File: config.mk
export PLATFORM = sky130hd
export DESIGN_NAME = esm_instr_buffer_flat
export DESIGN_NICKNAME = d
export VERILOG_FILES = /design/src/rtl/esm_instr_buffer_if.sv /design/src/rtl/esm_instr_buffer.sv /design/src/flat_wrapper.sv
export SDC_FILE = /design/constraint.sdc
export NUM_CORES = 1
export LEC_CHECK = 0
export CELL_PAD_IN_SITES_DETAIL_PLACEMENT = 1
export CELL_PAD_IN_SITES_GLOBAL_PLACEMENT = 2
export CORE_UTILIZATION = 45
export DETAILED_ROUTE_END_ITERATION = 8
export GPL_ROUTABILITY_DRIVEN = 0
export GPL_TIMING_DRIVEN = 0
export PLACE_DENSITY_LB_ADDON = 0.1
export SKIP_LAST_GASP = 1
export SLEW_MARGIN = 25
export SYNTH_ARGS = -nofsm -noshare
export SYNTH_HDL_FRONTEND = slang
export SYNTH_SLANG_ARGS = --single-unit
File: constraint.sdc
create_clock -name clk -period 7.95 [get_ports clk]
set_input_delay 1.59 -clock clk [delete_from_list [all_inputs] [get_ports clk]]
set_output_delay 1.59 -clock clk [all_outputs]
set_load 0.01 [all_outputs]
File: src/rtl/esm_instr_buffer_if.sv
// rtl/esm_instr_buffer_if.sv - producer/core handshake bundle for the ESM instruction buffer
interface esm_instr_buffer_if #(
    parameter int Instruction_word_size = 32,
    parameter int bs                    = 16
);
    localparam int IW = $clog2(bs);

    logic                             in_valid;
    logic [Instruction_word_size-1:0] in_instr;
    logic                             in_ready;
    logic                             flush;
    logic                             issue_valid;
    logic [IW-1:0]                    issue_index;
    logic [IW-1:0]                    buffer_index;
    logic [Instruction_word_size-1:0] Instr_out;
    logic                             wr_strobe;
    logic [0:bs-1]                    valid_entries;
    logic [Instruction_word_size-1:0] issued_instr;
    logic                             issued_valid;
    logic                             issue_err;
    logic [IW:0]                      count;
    logic                             full;
    logic                             empty;

    modport slave (
        input  in_valid, in_instr, flush, issue_valid, issue_index,
        output in_ready, buffer_index, Instr_out, wr_strobe, valid_entries,
               issued_instr, issued_valid, issue_err, count, full, empty
    );

    modport master (
        output in_valid, in_instr, flush, issue_valid, issue_index,
        input  in_ready, buffer_index, Instr_out, wr_strobe, valid_entries,
               issued_instr, issued_valid, issue_err, count, full, empty
    );
endinterface

File: src/rtl/esm_instr_buffer.sv
// rtl/esm_instr_buffer.sv - slot buffer feeding the ESM core with out-of-order issue by index
module esm_instr_buffer #(
    parameter int Instruction_word_size = 32,
    parameter int bs                    = 16
) (
    input  logic          clk,
    input  logic          rst,
    esm_instr_buffer_if.slave bus
);
    localparam int IW = $clog2(bs);
    localparam int CW = IW + 1;
    localparam int W  = Instruction_word_size;

    typedef enum logic [1:0] {S_EMPTY, S_ACTIVE, S_FULL, S_FLUSH} state_t;

    state_t          state_q, state_d;
    logic            run_q, run_d;
    logic [0:bs-1]   valid_q, valid_d;
    logic [CW-1:0]   count_q, count_d;
    logic            wr_strobe_q, wr_strobe_d;
    logic [IW-1:0]   buffer_index_q, buffer_index_d;
    logic [W-1:0]    instr_out_q, instr_out_d;
    logic            issued_valid_q, issued_valid_d;
    logic [W-1:0]    issued_instr_q, issued_instr_d;
    logic            issue_err_q, issue_err_d;
    logic [W-1:0]    mem_q [bs];

    logic            full, empty, in_ready;
    logic            blocked, wr_en, iss_hit, iss_ok, iss_bad;
    logic [IW-1:0]   free_idx;

    // run_q keeps in_ready low through reset and releases it one edge later
    always_ff @(posedge clk or negedge rst) begin
        if (!rst) begin
            state_q        <= S_EMPTY;
            run_q          <= 1'b0;
            valid_q        <= '0;
            count_q        <= '0;
            wr_strobe_q    <= 1'b0;
            buffer_index_q <= '0;
            instr_out_q    <= '0;
            issued_valid_q <= 1'b0;
            issued_instr_q <= '0;
            issue_err_q    <= 1'b0;
        end else begin
            state_q        <= state_d;
            run_q          <= run_d;
            valid_q        <= valid_d;
            count_q        <= count_d;
            wr_strobe_q    <= wr_strobe_d;
            buffer_index_q <= buffer_index_d;
            instr_out_q    <= instr_out_d;
            issued_valid_q <= issued_valid_d;
            issued_instr_q <= issued_instr_d;
            issue_err_q    <= issue_err_d;
        end
    end

    // Slot contents are don't-care while their valid bit is clear, so no reset
    always_ff @(posedge clk) begin
        if (wr_en) begin
            mem_q[free_idx] <= bus.in_instr;
        end
    end

    always_comb begin
        free_idx = '0;
        for (int i = bs - 1; i >= 0; i--) begin
            if (!valid_q[i]) begin
                free_idx = IW'(i);
            end
        end
    end

    always_comb begin
        full     = (count_q == CW'(bs));
        empty    = (count_q == '0);
        in_ready = run_q & ~full & ~bus.flush & (state_q != S_FLUSH);
    end

    always_comb begin
        blocked = bus.flush | (state_q == S_FLUSH);
        wr_en   = bus.in_valid & in_ready;
        iss_hit = valid_q[bus.issue_index];
        iss_ok  = bus.issue_valid & ~blocked & iss_hit;
        iss_bad = bus.issue_valid & ~blocked & ~iss_hit;
    end

    // The write slot comes from the start-of-cycle bitmap, where an issuing slot is
    // still marked valid, so a same-cycle write can never land on it.
    always_comb begin
        run_d          = 1'b1;
        valid_d        = valid_q;
        count_d        = count_q;
        wr_strobe_d    = 1'b0;
        buffer_index_d = buffer_index_q;
        instr_out_d    = instr_out_q;
        issued_valid_d = 1'b0;
        issued_instr_d = issued_instr_q;
        issue_err_d    = 1'b0;
        if (bus.flush) begin
            valid_d = '0;
            count_d = '0;
        end else begin
            wr_strobe_d    = wr_en;
            issued_valid_d = iss_ok;
            issue_err_d    = iss_bad;
            if (iss_ok) begin
                valid_d[bus.issue_index] = 1'b0;
                issued_instr_d           = mem_q[bus.issue_index];
            end
            if (wr_en) begin
                valid_d[free_idx] = 1'b1;
                buffer_index_d    = free_idx;
                instr_out_d       = bus.in_instr;
            end
            case ({wr_en, iss_ok})
                2'b10:   count_d = count_q + 1'b1;
                2'b01:   count_d = count_q - 1'b1;
                default: count_d = count_q;
            endcase
        end
    end

    always_comb begin
        state_d = state_q;
        if (bus.flush) begin
            state_d = S_FLUSH;
        end else begin
            case (state_q)
                S_EMPTY:  if (wr_en) state_d = S_ACTIVE;
                S_ACTIVE: begin
                    if (count_d == CW'(bs))  state_d = S_FULL;
                    else if (count_d == '0)  state_d = S_EMPTY;
                end
                S_FULL:   if (iss_ok) state_d = S_ACTIVE;
                default:  state_d = S_EMPTY;
            endcase
        end
    end

    assign bus.in_ready      = in_ready;
    assign bus.full          = full;
    assign bus.empty         = empty;
    assign bus.count         = count_q;
    assign bus.valid_entries = valid_q;
    assign bus.wr_strobe     = wr_strobe_q;
    assign bus.buffer_index  = buffer_index_q;
    assign bus.Instr_out     = instr_out_q;
    assign bus.issued_valid  = issued_valid_q;
    assign bus.issued_instr  = issued_instr_q;
    assign bus.issue_err     = issue_err_q;
endmodule

File: src/flat_wrapper.sv
// flat-port wrapper written by rule: the top's interface ports become plain ports
module esm_instr_buffer_flat 
#(
    parameter int Instruction_word_size = 32,
    parameter int bs                    = 16
)
  (clk, rst, bus_in_valid, bus_in_instr, bus_flush, bus_issue_valid, bus_issue_index, bus_in_ready, bus_buffer_index, bus_Instr_out, bus_wr_strobe, bus_valid_entries, bus_issued_instr, bus_issued_valid, bus_issue_err, bus_count, bus_full, bus_empty);
  esm_instr_buffer_if #(.Instruction_word_size(Instruction_word_size), .bs(bs)) bus_i ();
  input  logic clk;
  input  logic rst;
  input wire logic [$bits(bus_i.in_valid)-1:0] bus_in_valid;
  input wire logic [$bits(bus_i.in_instr)-1:0] bus_in_instr;
  input wire logic [$bits(bus_i.flush)-1:0] bus_flush;
  input wire logic [$bits(bus_i.issue_valid)-1:0] bus_issue_valid;
  input wire logic [$bits(bus_i.issue_index)-1:0] bus_issue_index;
  output wire logic [$bits(bus_i.in_ready)-1:0] bus_in_ready;
  output wire logic [$bits(bus_i.buffer_index)-1:0] bus_buffer_index;
  output wire logic [$bits(bus_i.Instr_out)-1:0] bus_Instr_out;
  output wire logic [$bits(bus_i.wr_strobe)-1:0] bus_wr_strobe;
  output wire logic [$bits(bus_i.valid_entries)-1:0] bus_valid_entries;
  output wire logic [$bits(bus_i.issued_instr)-1:0] bus_issued_instr;
  output wire logic [$bits(bus_i.issued_valid)-1:0] bus_issued_valid;
  output wire logic [$bits(bus_i.issue_err)-1:0] bus_issue_err;
  output wire logic [$bits(bus_i.count)-1:0] bus_count;
  output wire logic [$bits(bus_i.full)-1:0] bus_full;
  output wire logic [$bits(bus_i.empty)-1:0] bus_empty;
  assign bus_i.in_valid = bus_in_valid;
  assign bus_i.in_instr = bus_in_instr;
  assign bus_i.flush = bus_flush;
  assign bus_i.issue_valid = bus_issue_valid;
  assign bus_i.issue_index = bus_issue_index;
  assign bus_in_ready = bus_i.in_ready;
  assign bus_buffer_index = bus_i.buffer_index;
  assign bus_Instr_out = bus_i.Instr_out;
  assign bus_wr_strobe = bus_i.wr_strobe;
  assign bus_valid_entries = bus_i.valid_entries;
  assign bus_issued_instr = bus_i.issued_instr;
  assign bus_issued_valid = bus_i.issued_valid;
  assign bus_issue_err = bus_i.issue_err;
  assign bus_count = bus_i.count;
  assign bus_full = bus_i.full;
  assign bus_empty = bus_i.empty;
  esm_instr_buffer #(.Instruction_word_size(Instruction_word_size), .bs(bs)) u_core (.clk(clk), .rst(rst), .bus(bus_i));
endmodule
# == Yosys cells after proc, flatten, opt, wreduce, memory -nomap -nowiden ==
# Memory sizes are Yosys's and may differ from the RTL's. A register that Yosys moved wholly into a read port is not among the register bits.
# Cells that the tools add are included.
# classes
n_bitwise,17
mux,40
add_sub_neg,2
n_eq_ne,11
n_reduce_logical,9
n_lt_le_gt_ge,4
# op_table
op,count
two-way mux 16 bit,4
two-way mux 4 bit,16
AND 16 bit,1
NOT 16 bit,1
bitwise OR 16 bit,1
"== test 5 bit, second input constant",2
"greater-or-equal comparator 5 bit, second input constant",2
logical NOT 5 bit,2
"< comparator 5 x 1 -> 1 bit, second input constant",2
two-way mux 2 bit,5
NOT 4 -> 5 bit,2
case mux 5 bit (2 select lines),1
two-way mux 1 bit,9
demux 1 bit (select 4 bit),2
AND 1 bit,7
"== test 2 bit, second input constant",3
"!= test 3 x 2 -> 1 bit, second input constant",2
case mux 2 bit (3 select lines),1
"adder 5 x 1 -> 5 bit, second input constant",1
two-way mux 5 bit,1
"subtractor 5 x 1 -> 5 bit, second input constant",1
binary-select mux 1 bit (select 4 bit),1
"== test 2 x 1 -> 1 bit, second input constant",2
"!= test 4 x 2 -> 1 bit, second input constant",1
8 further kinds,13
# word_totals
register_bits,63
input_bits,41
n_memories,1
ramBits,512
word_cells,93
output_inout_bits,95
# memory_table
name,words,width,rd,rd_ports_with_merged_regs,wr,line,source
u_core.mem_q,16,32,1,1,1,esm_instr_buffer.sv:26,logic [W-1:0] mem_q [bs];

# == Depth between registers and ports, before layout ==
# Gate-level depths: netlist of run 1.
# logic_depth
word_depth,24
ltp_mapped,16

# == Least setup slack after synthesis of run 1 ==
# OpenSTA, ideal clock, no wires.
# synth_path
path_type,input to register
startpoint,in bus_flush
endpoint,"mem u_core.mem_q[10][0] (netlist bit), enable pin"
stages,8
t_arrival_ns,5.044
slack_ns,2.445
t_required_ns,7.489
cell_sequence,clkbuf_1 > a21oi_1 > nand2_1 > nor3b_2 > inv_2 > nor2_1 > nand2_1 > nor3_1
# synth_between
elab_chain_len,6
# synth_lines
element,line,source
"start, declared",flat_wrapper.sv:13,input wire logic [$bits(bus_i.flush)-1:0] bus_flush;
NOT 1 bit (no line),--,
AND 1 bit (2 in a row),esm_instr_buffer.sv:78,in_ready = run_q & ~full & ~bus.flush & (state_q != S_FLUSH);
AND 1 bit,esm_instr_buffer.sv:83,wr_en = bus.in_valid & in_ready;
two-way mux 1 bit,esm_instr_buffer.sv:61,if (wr_en) begin
two-way mux 1 bit (not written as such),esm_instr_buffer.sv:62,mem_q[free_idx] <= bus.in_instr;
"end, declared",esm_instr_buffer.sv:26,
# No other way between the ends.

# == Final worst setup path of run 1 ==
# layout_path
startpoint,in bus_issue_index[1]
endpoint,reg u_core.state_q[0]
# layout_between
elab_chain_len,12
elab_cells_between_ends,17
classes_between,eq/ne: 5; mux: 8; bitwise: 2; reduce/logical: 2
# layout_lines
element,line,source
"start, declared",flat_wrapper.sv:15,input wire logic [$bits(bus_i.issue_index)-1:0] bus_issue_index;
NOT 4 -> 5 bit (not written as such) (*),esm_instr_buffer.sv:84,iss_hit = valid_q[bus.issue_index];
binary-select mux 1 bit (select 4 bit) (*),esm_instr_buffer.sv:84,
two-way mux 1 bit (not written as such) (*) (2 in a row),esm_instr_buffer.sv:84,
AND 1 bit (*),esm_instr_buffer.sv:85,iss_ok = bus.issue_valid & ~blocked & iss_hit;
== test 2 x 1 -> 1 bit or == test 2 bit (tied branches),esm_instr_buffer.sv:117,"case ({wr_en, iss_ok})"
case mux 5 bit (2 select lines),esm_instr_buffer.sv:117,
two-way mux 5 bit,esm_instr_buffer.sv:101,if (bus.flush) begin
== test 5 bit,esm_instr_buffer.sv:133,if (count_d == CW'(bs)) state_d = S_FULL;
two-way mux 2 bit,esm_instr_buffer.sv:133,
case mux 2 bit (3 select lines),esm_instr_buffer.sv:130,case (state_q)
two-way mux 2 bit,esm_instr_buffer.sv:127,if (bus.flush) begin
"end signal, assigned",esm_instr_buffer.sv:46,state_q <= state_d;
"end, declared",esm_instr_buffer.sv:16,"state_t state_q, state_d;"
# Mark *: on every way between the ends. The rest lies on a longest branch, timed or not. The select of a mux whose other input is x is not followed.
# A chain may end at the register's enable or synchronous reset.

==> results_dict.tcl, run 1 <==
set metrics [dict create \
    period_share_pct 70.1 \
    ys_ff_latch 607 \
    required_ns 8.47 \
    num_rows 83 \
    hold_buffers 0 \
    wl_met2_um 29500 \
    clock-sinks 607 \
    met3WireLength_um 2730 \
    hold-path-cell-count 2 \
    postCtsSetupBuffers 0 \
    io_buffers 131 \
    async_reset_ff_share_pct 15.7 \
    max_slew_margin_pct 31.0 \
    grt_overflow_total 0 \
    postSynthNetCount 1191 \
    boundaryPins 136 \
    hold_path_class "flop to flop" \
    first_global_vias 13200 \
    worst_slew_pin_slew_ns 1.03 \
    core_area_um2 51600 \
    wl_met1_um 26900 \
    peakVddDrop_mv 0.182 \
    grt_first_pass_wirelength_um 89600 \
    nets 1476 \
    min_period_ns 5.58 \
    synth_flop_cell "edfxtp_1" \
    crit_type "primary input to flop" \
    fin_skew_ns 0.0233 \
    final_cell_mix "edfxtp_1 (512), mux4_2 (163), clkdlybuf4s50_1 (130)" \
    layout_commonest_cell "edfxtp_1" \
    total_power_uw 7080 \
    wl_um 60300 \
    clock.fmax_mhz 179 \
    drive_gt1_share_pct 28.8 \
    n_fill_cell 4571 \
    drcViolationCount 0 \
    die_y_um 231 \
    syn_area_um2 23600 \
    setup_viol_count_final 0 \
    via_per_inst 5.67 \
    antenna_left 0 \
    ys_types 54 \
    netlist.area_leader.share_pct 65.1 \
    synth_edf_count 512 \
    synth_top_cell_by_area "edfxtp_1" \
    critPathMaxFanout 11 \
    hpwl_um 41000 \
    grt_use_total_pct 23.4 \
    drv_slew 0 \
    rsz0062_at_grt "false" \
    n_antenna_cell 0 \
    fp.dieW_um 231 \
    p_leak_uw 0.00977 \
    crit_arrival_ns 6.09 \
    hold_viol 0 \
    startpoint_type "primary input" \
    outcome "complete, no violations" \
    areaGrowthSynthToFinish_pct 21.1 \
    cts_buffer_depth 3 \
    cts.repair.resized 0 \
    root_buffer "clkbuf_16" \
    place_area_um2 26600 \
    ys_warn_count 0 \
    cts_tree "yes" \
    dieArea_um2 53400 \
    maxCapViolations 0 \
    syn_area_per_cell_um2 20.6 \
    numCtsBuffers 61 \
    fin_tns_setup_ns 0 \
    maxUsedRoutingLayer "met4" \
    synthTopCellsByArea "edfxtp_1 (65%), mux4_2 (16%), dfrtp_1 (10%)" \
    cts.htree.levels 2 \
    clock_latency_ns 0.63 \
    synth_seq_area_share_pct 75.1 \
    grt_antenna_before_repair 0 \
    num_vias 12300 \
    end_kind "flop" \
    clkTransAtPathRegs_ns 0.06 \
    start_util_pct 45.8 \
    syn_inst 1147 \
    wire_per_inst_um 27.9 \
    rr_worst_depth 14 \
    drt_iter0_drc 979 \
    grt_start_max_net_pins 61 \
    firstDrtPassIters 5 \
    power_density_nw_per_um2 248 \
    post-route-cell-area_um2 28600 \
]
final cells by class:
class / count / area [µm²] / area share [%]
inverter: 10 / 37.5 / 0.131
buffer: 63 / 349 / 1.22
multi-input combinational: 467 / 5590 / 19.5
sequential: 607 / 17800 / 62.0
clock buffer: 81 / 1660 / 5.81
clock inverter: 33 / 328 / 1.15
tap: 680 / 851 / 2.97
timing repair buffer: 222 / 2050 / 7.15
critical path, stage by stage:
cell and delay (ns):
clkdlybuf4s50_1 0.65, buf_1 0.75, nor2_1 0.12, a22oi_1 0.33, nand3_1 0.26, nand2_4 0.25
buf_6 0.21, ha_1 0.16, clkbuf_1 0.30, xor2_1 0.12, ha_1 0.24, a21oi_1 0.16
mux2i_1 0.27, xor2_1 0.23, nand4_1 0.14, a221o_1 0.31
kinds of logic (layout without fill, tap and decap cells):
family,Yosys count,in the layout,synth area share [%]
other,1,1,0.0159
xor gates and xnor gates,4,4,0.148
adders and majority gates,3,3,0.159
and+or+nand+nor,198,198,3.75
buffers and inverters,73,409,1.63
muxes,201,201,17.3
AOI/OAI and AO/OA,60,60,1.86
DFF,607,607,75.1
sequential cells by signal, indices dropped and copies added (netlist names), 2 cells and up:
register	count
u_core.bus.count	5
u_core.state_q	2
u_core.bus.issued_instr	32
u_core.bus.buffer_index	4
u_core.bus.valid_entries	16
u_core.mem_q	512
u_core.bus.Instr_out	32
through the flow:
| stage | instances | hold WS (ns) | setup slack (ns) | util, % |
|---|---|---|---|---|
| 2_1_floorplan | 1147 | 0.498 | 2.45 | - |
| 3_3_place_gp | 1958 | 0.459 | -2.21 | 50.0 |
| 3_5_place_dp | 2049 | 0.464 | 1.79 | 51.6 |
| 4_1_cts | 2163 | 0.478 | 2.44 | 55.4 |
| 5_1_grt | 2163 | 0.505 | 2.15 | 55.4 |
| 6_report | 2163 | 0.476 | 2.37 | 55.4 |
synth_stat cells (all sizes together) (2+ instances only):
cell type	count
clkbuf	28
and3	2
edfxtp	512
nand4	7
o31ai	10
nor4	5
nor2b	7
nand2	122
mux2i	6
nor2	17
dfrtp	95
nor4b	3
o311ai	4
buf	35
xor2	3
nand3	6
o211ai	6
nor3	18
a221o	2
ha	3
a31oi	4
mux2	32
mux4	163
o21ai	8
inv	10
a211o	2
o32ai	8
nand2b	4
a21oi	7
nor3b	2
where the power goes:
group / switching (µW) / internal (µW) / leakage, µW
combinational: 287 / 323 / 0.00296
clock: 1210 / 1660 / 0.000981
sequential: 53.3 / 3550 / 0.00582
total: 1550 / 5530 / 0.00977
path summary, 6_finish.rpt:
check | from | endpoint | slack [ns]
worst max-delay path | bus_issue_index[1] | u_core.state_q[0] | 2.37
worst min-delay path | u_core.bus.Instr_out[1] | u_core.bus.Instr_out[1] | 0.48
worst max register to register | u_core.state_q[0] | u_core.state_q[0] | 3.65
worst min register to register | u_core.bus.Instr_out[1] | u_core.bus.Instr_out[1] | 0.48
max in group asynchronous | rst | u_core.bus.issued_instr[13] | 6.30
min in group asynchronous | rst | u_core.bus.valid_entries[4] | 0.86
routing by layer:
metal	track usage [%]	vias up
li1	-	5253
met1	33.7	6608
met2	37.9	334
met3	3.04	74
met4	5.98	0
met5	0	-
Power figures use the tool's default switching activity.
==> run 2: changes to the inputs <==
==> constraint.sdc (replaced) <==
create_clock -name clk -period 5.4 [get_ports clk]
set_input_delay 1.08 -clock clk [delete_from_list [all_inputs] [get_ports clk]]
set_output_delay 1.08 -clock clk [all_outputs]
set_load 0.01 [all_outputs]
==> results of run 2 <==
The final DEF is identical to that of run 1. Status: complete, no violations.
Among the figures that moved: setup slack after placement 1.79 ns -> -0.251 ns; setup slack after layout 2.37 ns -> 0.335 ns; hold slack 0.476 ns -> 0.352 ns; register-to-register setup slack 3.65 ns -> 1.10 ns; total power 7080 µW -> 10400 µW; worst IR drop on VDD 0.182 mV -> 0.269 mV
==> run 3: changes to the inputs <==
--- a/config.mk
+++ b/config.mk
@@ -12,7 +12,6 @@
 export GPL_ROUTABILITY_DRIVEN = 0
 export GPL_TIMING_DRIVEN = 0
 export PLACE_DENSITY_LB_ADDON = 0.1
-export SKIP_LAST_GASP = 1
 export SLEW_MARGIN = 25
 export SYNTH_ARGS = -nofsm -noshare
 export SYNTH_HDL_FRONTEND = slang
==> results of run 3 <==
The final DEF is identical to that of run 1. Status: complete, no violations.
Among the figures that moved: setup slack after placement 1.79 ns -> -0.251 ns; setup slack after layout 2.37 ns -> 0.335 ns; hold slack 0.476 ns -> 0.352 ns; register-to-register setup slack 3.65 ns -> 1.10 ns; total power 7080 µW -> 10400 µW; worst IR drop on VDD 0.182 mV -> 0.269 mV
